## config.mk

```make
export PLATFORM = sky130hd
export DESIGN_NAME = proc_core
export DESIGN_NICKNAME = d
export VERILOG_FILES = /design/src/rtl/proc_pkg.sv /design/src/rtl/proc_alu.sv /design/src/rtl/proc_core.sv
export SDC_FILE = /design/constraint.sdc
export NUM_CORES = 1
export LEC_CHECK = 0
export CORE_ASPECT_RATIO = 1.75
export CORE_UTILIZATION = 55
export CTS_CLUSTER_SIZE = 16
export DETAILED_ROUTE_END_ITERATION = 6
export HOLD_SLACK_MARGIN = 0.15
export PLACE_DENSITY = 0.9
export SLEW_MARGIN = 30
export SYNTH_ARGS = -nofsm -noshare
export SYNTH_HDL_FRONTEND = slang
export SYNTH_HIERARCHICAL = 1
export SYNTH_SLANG_ARGS = --single-unit
export TNS_END_PERCENT = 10
```

## constraint.sdc

```tcl
create_clock -name clk -period 5.7 [get_ports clk]
set_clock_uncertainty 0.1 [all_clocks]
set_input_delay 1.14 -clock clk [delete_from_list [all_inputs] [get_ports clk]]
set_output_delay 1.14 -clock clk [all_outputs]
set_load 0.005 [all_outputs]
```

## src/rtl/proc_pkg.sv

```systemverilog
// Shared definitions for the accumulator processor: opcodes, FSM states,
// ALU operations and instruction-field slicing helpers.
package proc_pkg;

  localparam logic [3:0] OP_NOP   = 4'h0;
  localparam logic [3:0] OP_LDAC  = 4'h1;
  localparam logic [3:0] OP_STAC  = 4'h2;
  localparam logic [3:0] OP_MVAC  = 4'h3;
  localparam logic [3:0] OP_MOVR  = 4'h4;
  localparam logic [3:0] OP_ADD   = 4'h5;
  localparam logic [3:0] OP_SUB   = 4'h6;
  localparam logic [3:0] OP_AND   = 4'h7;
  localparam logic [3:0] OP_LDI   = 4'h8;
  localparam logic [3:0] OP_INC   = 4'h9;
  localparam logic [3:0] OP_JMP   = 4'hA;
  localparam logic [3:0] OP_JMPZ  = 4'hB;
  localparam logic [3:0] OP_JMPNZ = 4'hC;
  localparam logic [3:0] OP_CLR   = 4'hD;
  localparam logic [3:0] OP_RSVD  = 4'hE;
  localparam logic [3:0] OP_END   = 4'hF;

  typedef enum logic [2:0] {
    ST_FETCH,
    ST_DECODE,
    ST_EXEC,
    ST_MEM,
    ST_HALT
  } state_t;

  typedef enum logic [2:0] {
    ALU_PASS,
    ALU_ADD,
    ALU_SUB,
    ALU_AND,
    ALU_INC,
    ALU_CLR
  } alu_op_t;

  // Instruction words are widened to this size so one helper serves any ADDR_W.
  localparam int MAX_IW = 64;

  function automatic logic [3:0] opcode_of(input logic [MAX_IW-1:0] instr, input int addr_w);
    return 4'(instr >> addr_w);
  endfunction

  function automatic logic [MAX_IW-1:0] operand_of(input logic [MAX_IW-1:0] instr, input int addr_w);
    return instr & ((MAX_IW'(1) << addr_w) - MAX_IW'(1));
  endfunction

endpackage

```

## src/rtl/proc_alu.sv

```systemverilog
// Combinational accumulator ALU with zero detect; PASS forwards operand b.
module proc_alu
  import proc_pkg::*;
#(
  parameter int DATA_W = 12
) (
  input  alu_op_t           op,
  input  logic [DATA_W-1:0] a,
  input  logic [DATA_W-1:0] b,
  output logic [DATA_W-1:0] result,
  output logic              zero
);

  always_comb begin
    result = b;
    case (op)
      ALU_ADD: result = a + b;
      ALU_SUB: result = a - b;
      ALU_AND: result = a & b;
      ALU_INC: result = a + DATA_W'(1);
      ALU_CLR: result = '0;
      default: result = b;
    endcase
  end

  assign zero = (result == '0);

endmodule

```

## src/rtl/proc_core.sv

```systemverilog
// Multi-cycle accumulator processor: FETCH/DECODE/EXEC|MEM loop with a
// req/ack data-memory handshake and an absorbing HALT on END.
module proc_core
  import proc_pkg::*;
#(
  parameter int DATA_W   = 12,
  parameter int ADDR_W   = 12,
  parameter int NUM_REGS = 4
) (
  input  logic              clk,
  input  logic              rst,
  output logic [ADDR_W-1:0] im_addr,
  input  logic [ADDR_W+3:0] im_data,
  output logic              dm_req,
  output logic              dm_we,
  output logic [ADDR_W-1:0] dm_addr,
  output logic [DATA_W-1:0] dm_wdata,
  input  logic [DATA_W-1:0] dm_rdata,
  input  logic              dm_ack,
  output logic [ADDR_W-1:0] pc_out,
  output logic [DATA_W-1:0] ac_out,
  output logic              end_process
);

  localparam int IW     = ADDR_W + 4;
  localparam int RIDX_W = (NUM_REGS > 1) ? $clog2(NUM_REGS) : 1;

  state_t            state, next_state;
  logic [ADDR_W-1:0] pc;
  logic [DATA_W-1:0] ac;
  logic              z;
  logic [IW-1:0]     ir;
  logic [DATA_W-1:0] regs [NUM_REGS];

  logic [3:0]        ir_op, fetch_op;
  logic [ADDR_W-1:0] operand;
  logic [RIDX_W-1:0] r_idx;
  logic              r_valid;
  logic [DATA_W-1:0] reg_val;
  alu_op_t           alu_op;
  logic [DATA_W-1:0] alu_b, alu_result;
  logic              alu_zero;

  assign ir_op    = opcode_of(MAX_IW'(ir), ADDR_W);
  assign operand  = ADDR_W'(operand_of(MAX_IW'(ir), ADDR_W));
  assign fetch_op = opcode_of(MAX_IW'(im_data), ADDR_W);
  assign r_idx    = operand[RIDX_W-1:0];
  // Non-power-of-two register counts leave some indices without a register.
  assign r_valid  = (int'(r_idx) < NUM_REGS);
  assign reg_val  = r_valid ? regs[r_idx] : '0;

  always_comb begin
    alu_op = ALU_PASS;
    alu_b  = reg_val;
    case (ir_op)
      OP_ADD:  alu_op = ALU_ADD;
      OP_SUB:  alu_op = ALU_SUB;
      OP_AND:  alu_op = ALU_AND;
      OP_INC:  alu_op = ALU_INC;
      OP_CLR:  alu_op = ALU_CLR;
      OP_LDI:  alu_b  = DATA_W'(operand);
      default: alu_op = ALU_PASS;
    endcase
  end

  proc_alu #(.DATA_W(DATA_W)) u_alu (
    .op     (alu_op),
    .a      (ac),
    .b      (alu_b),
    .result (alu_result),
    .zero   (alu_zero)
  );

  always_ff @(posedge clk) begin
    if (rst) state <= ST_FETCH;
    else     state <= next_state;
  end

  always_comb begin
    next_state = state;
    case (state)
      ST_FETCH:  next_state = ST_DECODE;
      ST_DECODE: begin
        if (fetch_op == OP_LDAC || fetch_op == OP_STAC) next_state = ST_MEM;
        else if (fetch_op == OP_END)                    next_state = ST_HALT;
        else                                            next_state = ST_EXEC;
      end
      ST_EXEC:   next_state = ST_FETCH;
      ST_MEM:    next_state = dm_ack ? ST_FETCH : ST_MEM;
      ST_HALT:   next_state = ST_HALT;
      default:   next_state = ST_FETCH;
    endcase
  end

  always_comb begin
    dm_req      = 1'b0;
    dm_we       = 1'b0;
    end_process = 1'b0;
    case (state)
      ST_MEM: begin
        dm_req = 1'b1;
        dm_we  = (ir_op == OP_STAC);
      end
      ST_HALT: end_process = 1'b1;
      default: ;
    endcase
  end

  assign im_addr  = pc;
  assign pc_out   = pc;
  assign ac_out   = ac;
  assign dm_addr  = operand;
  assign dm_wdata = ac;

  // An ack only commits while in MEM, so one arriving after reset is dropped.
  always_ff @(posedge clk) begin
    if (rst) begin
      pc <= '0;
      ac <= '0;
      z  <= 1'b0;
      ir <= '0;
      for (int i = 0; i < NUM_REGS; i++) regs[i] <= '0;
    end else begin
      case (state)
        ST_DECODE: begin
          ir <= im_data;
          pc <= pc + ADDR_W'(1);
        end
        ST_EXEC: begin
          case (ir_op)
            OP_MVAC:  if (r_valid) regs[r_idx] <= ac;
            OP_MOVR:  ac <= reg_val;
            OP_ADD, OP_SUB, OP_AND, OP_INC, OP_CLR, OP_LDI: begin
              ac <= alu_result;
              z  <= alu_zero;
            end
            OP_JMP:   pc <= operand;
            OP_JMPZ:  if (z)  pc <= operand;
            OP_JMPNZ: if (!z) pc <= operand;
            OP_NOP, OP_RSVD: ;
            default: ;
          endcase
        end
        ST_MEM: if (dm_ack && ir_op == OP_LDAC) ac <= dm_rdata;
        default: ;
      endcase
    end
  end

endmodule

```

==> flow_summary.ini, run 1 <==
[detailed_routing]
vias = 5619
wl_per_cell_um = 22.1
avgViaCountPerCell = 6.65
antenna_left = 0
dr.first_iter.drc_count = 517
dr.pass1.iters = 5
postRouteWirelength_um = 18700
route.detailed.drc = 0

[logic_synthesis]
synth_cell_type_count = 78
synth_commonest_cells = nand2_1 (72), a21oi_1 (56), and2_1 (53)
yosysTopAreaCellShare_pct = 23.1
yosysSeqAreaShare_pct = 37.9
ys_seq_elements = 94
syn_nets = 717
ys_warn_count = 6
syn_inst = 670
yosys_most_used_dff = edfxtp_1
synth_top_area_cell = edfxtp_1
synth-edff-count = 48
async_reset_ff_share_pct = 0
syn_area_sq_um = 6240
synth.avg_cell_area_sq_um = 9.31
synthTopCellsByArea = edfxtp_1 (23%), dfxtp_1 (15%), and2_1 (5.3%), buf_4 (4.7%), a21oi_1 (4.5%)
yosysMostFrequentCell = nand2_1

[pwr]
comb_power_share_pct = 21.1
irDropWorstVdd_v = 0.000211
p_switching_w = 0.000537
power_frac_clock_pct = 36.3
swShare_pct = 29.2
p_int_w = 0.00131
seqPwrFrac_pct = 42.6
p_per_area_nw_per_um2 = 252
leakagePower_nw = 2.61

[sta]
maxSlewHeadroom_pct = 36.4
tightest_slew_ns = 0.954
rsz0062_at_grt = false
fin_tns_setup_ns = 0
finalHoldViolCount = 0
setup_viol = 0
slew_violations = 0
period_share_pct = 91.1
fmax_mhz = 193
min_period_ns = 5.19

[setup_path]
rrSetupSlack_ns = 0.51
cp-end-kind = flip-flop
crit_path_max_fanout = 12
critPathKind = reg -> reg
critical-path-top-delay-family = compound AO/OA/AOI/OAI gates
critPathLaunchType = flip-flop
cp.required_ns = 5.88
crit_chain = nor4b_2 > mux2_2 > inv_1 > ha_1 > a22oi_1 > o21ai_0 > ha_1 > a211oi_4 > o21ba_1 > o41ai_1 > a221o_1 > or4_1 > or4_1 > nor4_2 > nand3_1 > a21oi_1
critPathBufInv = 1
crit_arrival_ns = 5.37
crit_path_top_delay_cell = dfxtp_1
worst_r2r_path_depth = 16
cp.depth = 16
cp_slowest_stage_delay_ns = 0.58

[cts]
clockBufferDepth = 2
cts_hold_buf = 0
worstSkewPairLatency_ns = 0.35
cts_root_buffer = clkbuf_16
h-tree-depth = 3
cts_made_buffers = 9
clk_pin_slew_worst_paths_ns = 0.07
post_cts_buffers = 0
cts_sinks = 94
cts_tree = yes
cts_resized = 0

[final_layout]
final_cells = 845
syn_to_final_growth_pct = 17.2
layout-drive-gt1-share_pct = 11.1
nets = 755
diodes = 0

[hold_path]
min_path_cells = 2
hold_path_class = reg -> reg

[global_routing]
grt_overflow_total = 0
grtUsageMet3_pct = 6.39
grt_max_degree = 42
grt_pass1_wl_um = 28900
grtUsageMet1_pct = 37.1
grtUsageTotal_pct = 33.3
antenna_found_initial = 0
grt_use_met2_pct = 55.1
grt_pass1_vias = 5432
busiest_layer = met2

[die]
core_area_sq_um = 11100
start_util_pct = 56.2
pin_count = 94
die_w_um = 82.5
die_y_um = 143
fp-row-count = 51
die-area_sq_um = 11800

[place]
numPortBuffers = 93
place.gp.congestion = 0.973
dpl.cell_count = 829
dp_hpwl_um = 13400

[status]
status = finished, final reports clean

[flow_run]
drv_cap = 0
-- power groups by stage --
stage	Sequential [W]	Combinational, W	Clock (W)
5_1_grt	0.000789	0.000420	0.000692
6_report	0.000786	0.000389	0.000669
3_5_place_dp	0.000799	0.000377	0
4_1_cts	0.000783	0.000379	0.000665
3_3_place_gp	0.000795	0.000366	0
2_1_floorplan	0.000773	0.000274	0
-- state kept, by name, summed over array words and instances (netlist names), named ones only --
name and cells:
z 1, regs 48, ir 16, state 3, ac_out 12, im_addr 12
-- routing by layer --
metal  vias up  part of all wire [%]
li1       2503                     -
met1      2644                    35
met2       384                    50
met3        88                   7.9
met4         0                   6.8
met5         -                     0
-- placed cells by master, fill, tap and decap left out, types with 3 or more instances in the layout --
cell,n
inv_1,9
or2_2,5
nand4_1,3
dfxtp_1,46
xor2_1,5
o41ai_1,3
nand2b_1,3
or4_1,4
mux4_2,12
mux2_2,12
a21oi_1,56
or3b_1,3
o31ai_1,8
and3_1,4
a22o_1,12
o211ai_1,10
xnor2_1,4
and2_1,53
o21ai_1,4
ha_1,15
clkdlybuf4s50_1,93
nand2_1,72
nand3_1,13
a221oi_1,3
nor2b_1,3
buf_4,13
or3_1,3
o21ai_0,28
a31oi_1,8
nor2_1,41
nor3_1,15
mux2i_1,18
nor3b_1,5
clkbuf_16,9
a22oi_1,3
edfxtp_1,48
nor4_1,4
-- area by class of cell --
cell class	count	area (sq um)
inverters	10	37.5
repair buffers	106	1030
flip-flops and latches	94	2360
fillers	873	3790
well taps	132	165
clock inverters	7	101
clock buffers	9	225
multi-input cells	487	3390
-- metrics by stage --
step / area (sq um) / setup slack (ns) / hold WS, ns / power [W] / util [%]
floorplan: 6240 / 0.765 / 0.345 / 0.00105 / -
global placement: 6970 / 0.759 / 0.388 / 0.00116 / 62.8
detailed placement: 6970 / 0.650 / 0.379 / 0.00118 / 62.8
CTS: 7300 / 0.614 / 0.388 / 0.00183 / 65.7
global route: 7310 / 0.243 / 0.421 / 0.00190 / 65.9
finish: 7310 / 0.507 / 0.395 / 0.00184 / 65.9
-- worst paths after layout --
path / start / to
worst min register to register: z / z
worst max-delay path: ir[15] / z
worst max register to register: ir[15] / z
worst min-delay path: z / z
-- worst min-delay path: cells and delay by family (launching register included) --
kind,cells,cell delay (ns)
flip-flops,1,0.33
AND/OR/NAND/NOR,1,0.06
AO/OA/AOI/OAI,1,0.06
-- kinds of logic (layout without fill, tap and decap cells) --
group	count (synthesis)	after routing	share of synthesized area [%]
multiplexers	43	43	9.56
adder cells (fa/ha/maj)	16	16	3.33
buffers and inverters	89	132	8.22
flip-flops	94	94	37.9
AND/OR/NAND/NOR	252	252	21.7
XOR/XNOR	9	9	1.26
AO/OA/AOI/OAI	167	167	18.1
Power figures use the tool's default switching activity.
==> inputs of run 2 (changes only) <==
--- a/config.mk
+++ b/config.mk
@@ -6,11 +6,11 @@
 export NUM_CORES = 1
 export LEC_CHECK = 0
 export CORE_ASPECT_RATIO = 1.75
-export CORE_UTILIZATION = 55
+export CORE_UTILIZATION = 45
 export CTS_CLUSTER_SIZE = 16
 export DETAILED_ROUTE_END_ITERATION = 6
 export HOLD_SLACK_MARGIN = 0.15
-export PLACE_DENSITY = 0.9
+export PLACE_DENSITY = 0.77
 export SLEW_MARGIN = 30
 export SYNTH_ARGS = -nofsm -noshare
 export SYNTH_HDL_FRONTEND = slang
==> run 2 against run 1 <==
Hold slack got worse by 0.0064 ns. Clock power fell by 9.1%. Power fell by 3.6%. Final cell count rose by 5.3%. Highest routed layer unchanged.
==> flow_summary.ini, run 2 (synthesized netlist as in run 1, its figures left out) <==
[status]
status = finished, final reports clean

[setup_path]
critPathLaunchType = flip-flop
cp-end-kind = flip-flop
crit_path_max_fanout = 7
crit_arrival_ns = 5.44
critPathKind = reg -> reg
cp.required_ns = 5.88

[final_layout]
n_fill_cell = 1224
mostFrequentLayoutCell = clkdlybuf4s50_1
syn_to_final_growth_pct = 17.7
mostFrequentLayoutCells = clkdlybuf4s50_1 (93), nand2_1 (72), a21oi_1 (56)
fin_util_pct = 54.6
reg_top3 = regs x48, ir x16
layout-drive-gt1-share_pct = 11.6
largest_reg_flops = 48
finalInstanceArea_sq_um = 7350
top_register = regs
diodes = 0
nets = 758

[place]
dp_hpwl_um = 13500
numPortBuffers = 93
place.gp.congestion = 0.914
dpl_cell_area_sq_um = 7050

[cts]
cts_root_buffer = clkbuf_16
cts_tree = yes
worstSkewPairLatency_ns = 0.35
cts_resized = 0
cts_made_buffers = 9
cts_hold_buf = 0
h-tree-depth = 3
post_cts_buffers = 0
clockBufferDepth = 2
cts_sinks = 94
clk_pin_slew_worst_paths_ns = 0.08

[global_routing]
grt_pass1_vias = 5273
antenna_found_initial = 0
grt_pass1_wl_um = 28700
grt_max_degree = 28
grtUsageTotal_pct = 26.1
grt_overflow_total = 0

[die]
die_w_um = 91.0
start_util_pct = 46.4
pin_count = 94
die_y_um = 158
fp-row-count = 56
die-area_sq_um = 14400
core_area_sq_um = 13500

[sta]
holdWs_ns = 0.389
maxSlewHeadroom_pct = 35.7
fin_tns_setup_ns = 0
finalHoldViolCount = 0
fmax_mhz = 190
tightest_slew_ns = 0.964
period_share_pct = 92.4
setup_viol = 0
min_period_ns = 5.26
rsz0062_at_grt = false
slew_violations = 0

[detailed_routing]
wl_per_cell_um = 20.7
dr.first_iter.drc_count = 458
antenna_left = 0
route.detailed.drc = 0
dr.pass1.iters = 6
postRouteWirelength_um = 18400
vias = 5441
avgViaCountPerCell = 6.11

[pwr]
irDropWorstVdd_v = 0.000129
leakagePower_nw = 2.60
p_per_area_nw_per_um2 = 242

[hold_path]
hold_path.startpoint = z
hold_path_class = reg -> reg

[flow_run]
drv_cap = 0
-- run 2: report_power, final --
| part | internal [W] | total (W) | switching, W |
|---|---|---|---|
| logic | 0.000177 | 0.000383 | 0.000207 |
| registers | 0.000738 | 0.000785 | 0.0000472 |
| clock network | 0.000311 | 0.000608 | 0.000297 |
-- run 2: layout make-up --
type | instances | area, sq um | area share, %
timing repair buffer | 109 | 1050 | 14.3
multi-input combinational | 487 | 3380 | 46.0
tap | 174 | 218 | 2.96
inverter | 10 | 37.5 | 0.511
clock buffer | 9 | 225 | 3.07
clock inverter | 7 | 75.1 | 1.02
sequential | 94 | 2360 | 32.2
-- run 2: routing by layer --
metal	up-vias	routed length [um]	track usage (%)
met4	0	802	14.4
li1	2507	-	-
met5	-	0	0
met2	282	9710	49.2
met1	2594	6820	28.3
met3	58	1070	2.79
-- run 2: final timing paths --
check / end / slack (ns) / cells after the start
max reg2reg: z / 0.44 / 16
min reg2reg: z / 0.39 / 2
max: z / 0.44 / 16
min: z / 0.39 / 2
-- run 2: critical path: stages (launching register included) --
cell and delay (ns):
dfxtp_1 0.61, mux4_2 0.61, mux2_2 0.34, inv_1 0.11
ha_1 0.24, a22oi_1 0.12, o21ai_0 0.16, fa_1 0.50
a211oi_4 0.33, o21ba_2 0.21, o41ai_1 0.07, a221o_1 0.38
or4_1 0.51, or4_1 0.43, nor4_2 0.18, nand3_1 0.11
a21oi_1 0.17
-- run 2: through the flow --
step / power, W / worst slack (ns) / cells
4_1_cts: 0.00178 / 0.470 / 890
6_report: 0.00178 / 0.436 / 890
5_1_grt: 0.00184 / 0.162 / 890
3_5_place_dp: 0.00118 / 0.526 / 874
3_3_place_gp: 0.00117 / 0.579 / 874
2_1_floorplan: 0.00105 / 0.765 / 670
==> inputs of run 3 (changes only) <==
--- a/config.mk
+++ b/config.mk
@@ -5,11 +5,12 @@
 export SDC_FILE = /design/constraint.sdc
 export NUM_CORES = 1
 export LEC_CHECK = 0
-export CORE_ASPECT_RATIO = 1.75
+export CORE_ASPECT_RATIO = 0.5
 export CORE_UTILIZATION = 45
 export CTS_CLUSTER_SIZE = 16
 export DETAILED_ROUTE_END_ITERATION = 6
 export HOLD_SLACK_MARGIN = 0.15
+export MAX_ROUTING_LAYER = met4
 export PLACE_DENSITY = 0.77
 export SLEW_MARGIN = 30
 export SYNTH_ARGS = -nofsm -noshare
==> run 3 against run 2 <==
Final cell count increased by 1.2%. Sequential cell count unchanged. Clock-buffer cell count did not move. Power down 0.65%. Utilization grew 1.6 points. Sequential share of layout area about the same. Critical path type unchanged. Hold slack improved by 0.030 ns.
==> flow_summary.ini, run 3 (synthesized netlist as in run 1, its figures left out) <==
[place]
place.gp.congestion = 0.948
dpl_cell_area_sq_um = 7050
place_ws_ns = 0.561
dp_hpwl_um = 12500
numPortBuffers = 93

[setup_path]
cp_slowest_stage_delay_ns = 0.61
critPathLaunchType = flip-flop
cp.required_ns = 5.88
critPathKind = reg -> reg
crit_top_cell = or4_1
critical-path-top-delay-family = compound AO/OA/AOI/OAI gates
crit_path_max_fanout = 7
cp-end-kind = flip-flop
crit_chain = mux4_2 > mux2_2 > inv_1 > ha_1 > a22oi_1 > o21ai_0 > fa_1 > a211oi_4 > o21ba_2 > o41ai_1 > a221o_1 > or4_1 > or4_1 > nor4_2 > nand3_1 > a21oi_1
critPathBufInv = 1
crit_arrival_ns = 5.41
crit_path_top_delay_cell = dfxtp_1

[sta]
slew_violations = 0
tightest_slew_ns = 0.912
fmax_mhz = 191
min_period_ns = 5.24
setup_viol = 0
finalHoldViolCount = 0
fin_tns_setup_ns = 0
period_share_pct = 91.9
setup_ws_ns = 0.462
maxSlewHeadroom_pct = 38.9
rsz0062_at_grt = false

[pwr]
irDropWorstVdd_v = 0.000162
p_per_area_nw_per_um2 = 240
leakagePower_nw = 2.60
power_w = 0.00176

[die]
pin_count = 94
die_y_um = 85.3
core_area_sq_um = 13100
die-area_sq_um = 14400
start_util_pct = 47.6
die_w_um = 169
fp-row-count = 29

[detailed_routing]
wl_met1_um = 8100
wl_met2_um = 7470
avgViaCountPerCell = 6.01
antenna_left = 0
route.detailed.drc = 0
dr.pass1.iters = 5
routed.top_layer = met4
wl_met3_um = 1360
postRouteWirelength_um = 17100
dr.first_iter.drc_count = 668
wl_per_cell_um = 19.0
vias = 5415

[cts]
post_cts_buffers = 0
cts_tree = yes
cts_resized = 0
cts_made_buffers = 9
clockBufferDepth = 2
worstSkewPairLatency_ns = 0.35
cts_hold_buf = 0
h-tree-depth = 3
cts_root_buffer = clkbuf_16
cts_sinks = 94
clk_pin_slew_worst_paths_ns = 0.07

[global_routing]
grt_max_degree = 42
grtUsageTotal_pct = 25.2
antenna_found_initial = 1
grt_pass1_vias = 4942
grt_overflow_total = 0
grt_pass1_wl_um = 27200

[final_layout]
reg_top3 = regs x48, ir x16
mostFrequentLayoutCells = clkdlybuf4s50_1 (93), nand2_1 (72), a21oi_1 (56)
n_fill_cell = 1156
layout-drive-gt1-share_pct = 11.3
top_register = regs
fin_util_pct = 56.2
syn_to_final_growth_pct = 17.9
mostFrequentLayoutCell = clkdlybuf4s50_1
finalInstanceArea_sq_um = 7360
largest_reg_flops = 48
nets = 756

[flow_run]
drv_cap = 0

[hold_path]
hold_path_class = reg -> reg

[status]
status = finished, final reports clean
[run 3: cell types whose count changed in the layout (fill, tap and decap cells not counted)]
cell / change
buf_4: -2
inv_6: +2
clkinvlp_4: -1
diode_2: +1
inv_8: -1
nor4b_2: -1
nor4b_4: +1
[run 3: final cells by class]
type / instances / area, sq um / share of cell area (%)
Inverter: 10 / 37.5 / 0.510
Clock buffer: 9 / 225 / 3.06
Multi-Input combinational cell: 487 / 3390 / 46.0
Clock inverter: 7 / 73.8 / 1.00
Antenna cell: 1 / 2.50 / 0.0340
Tap cell: 186 / 233 / 3.16
Timing Repair Buffer: 107 / 1040 / 14.1
Sequential cell: 94 / 2360 / 32.1
[run 3: worst paths after layout]
| check | from | endpoint | slack [ns] | cells past startpoint |
|---|---|---|---|---|
| min | z | z | 0.42 | 2 |
| min reg2reg | z | z | 0.42 | 2 |
| max reg2reg | flip-flop | z | 0.46 | 16 |
| max | flip-flop | z | 0.46 | 16 |
[run 3: per-stage QoR]
step / std cells / hold WS (ns)
floorplan: 670 / 0.345
global placement: 884 / 0.410
detailed placement: 884 / 0.403
CTS: 900 / 0.413
global route: 901 / 0.451
finish: 901 / 0.418
[run 3: power breakdown]
group	leakage, nW	switching (W)	internal [W]
registers	0.870	0.0000503	0.000738
logic	1.58	0.000197	0.000176
clock network	0.147	0.000292	0.000311
[run 3: layer usage]
metal	vias up	track usage, %
li1	2506	-
met1	2610	35.8
met2	277	36.9
met3	22	4.85
met4	0	6.03
met5	-	-
[run 3: worst register-to-register path, delay by kind of cell (launching register included)]
family / cells / cell delay [ns]
buffers and inverters: 1 / 0.13
and+or+nand+nor: 4 / 1.25
DFF: 1 / 0.61
adders and majority gates: 2 / 0.74
muxes: 2 / 0.92
AOI/OAI and AO/OA: 7 / 1.43
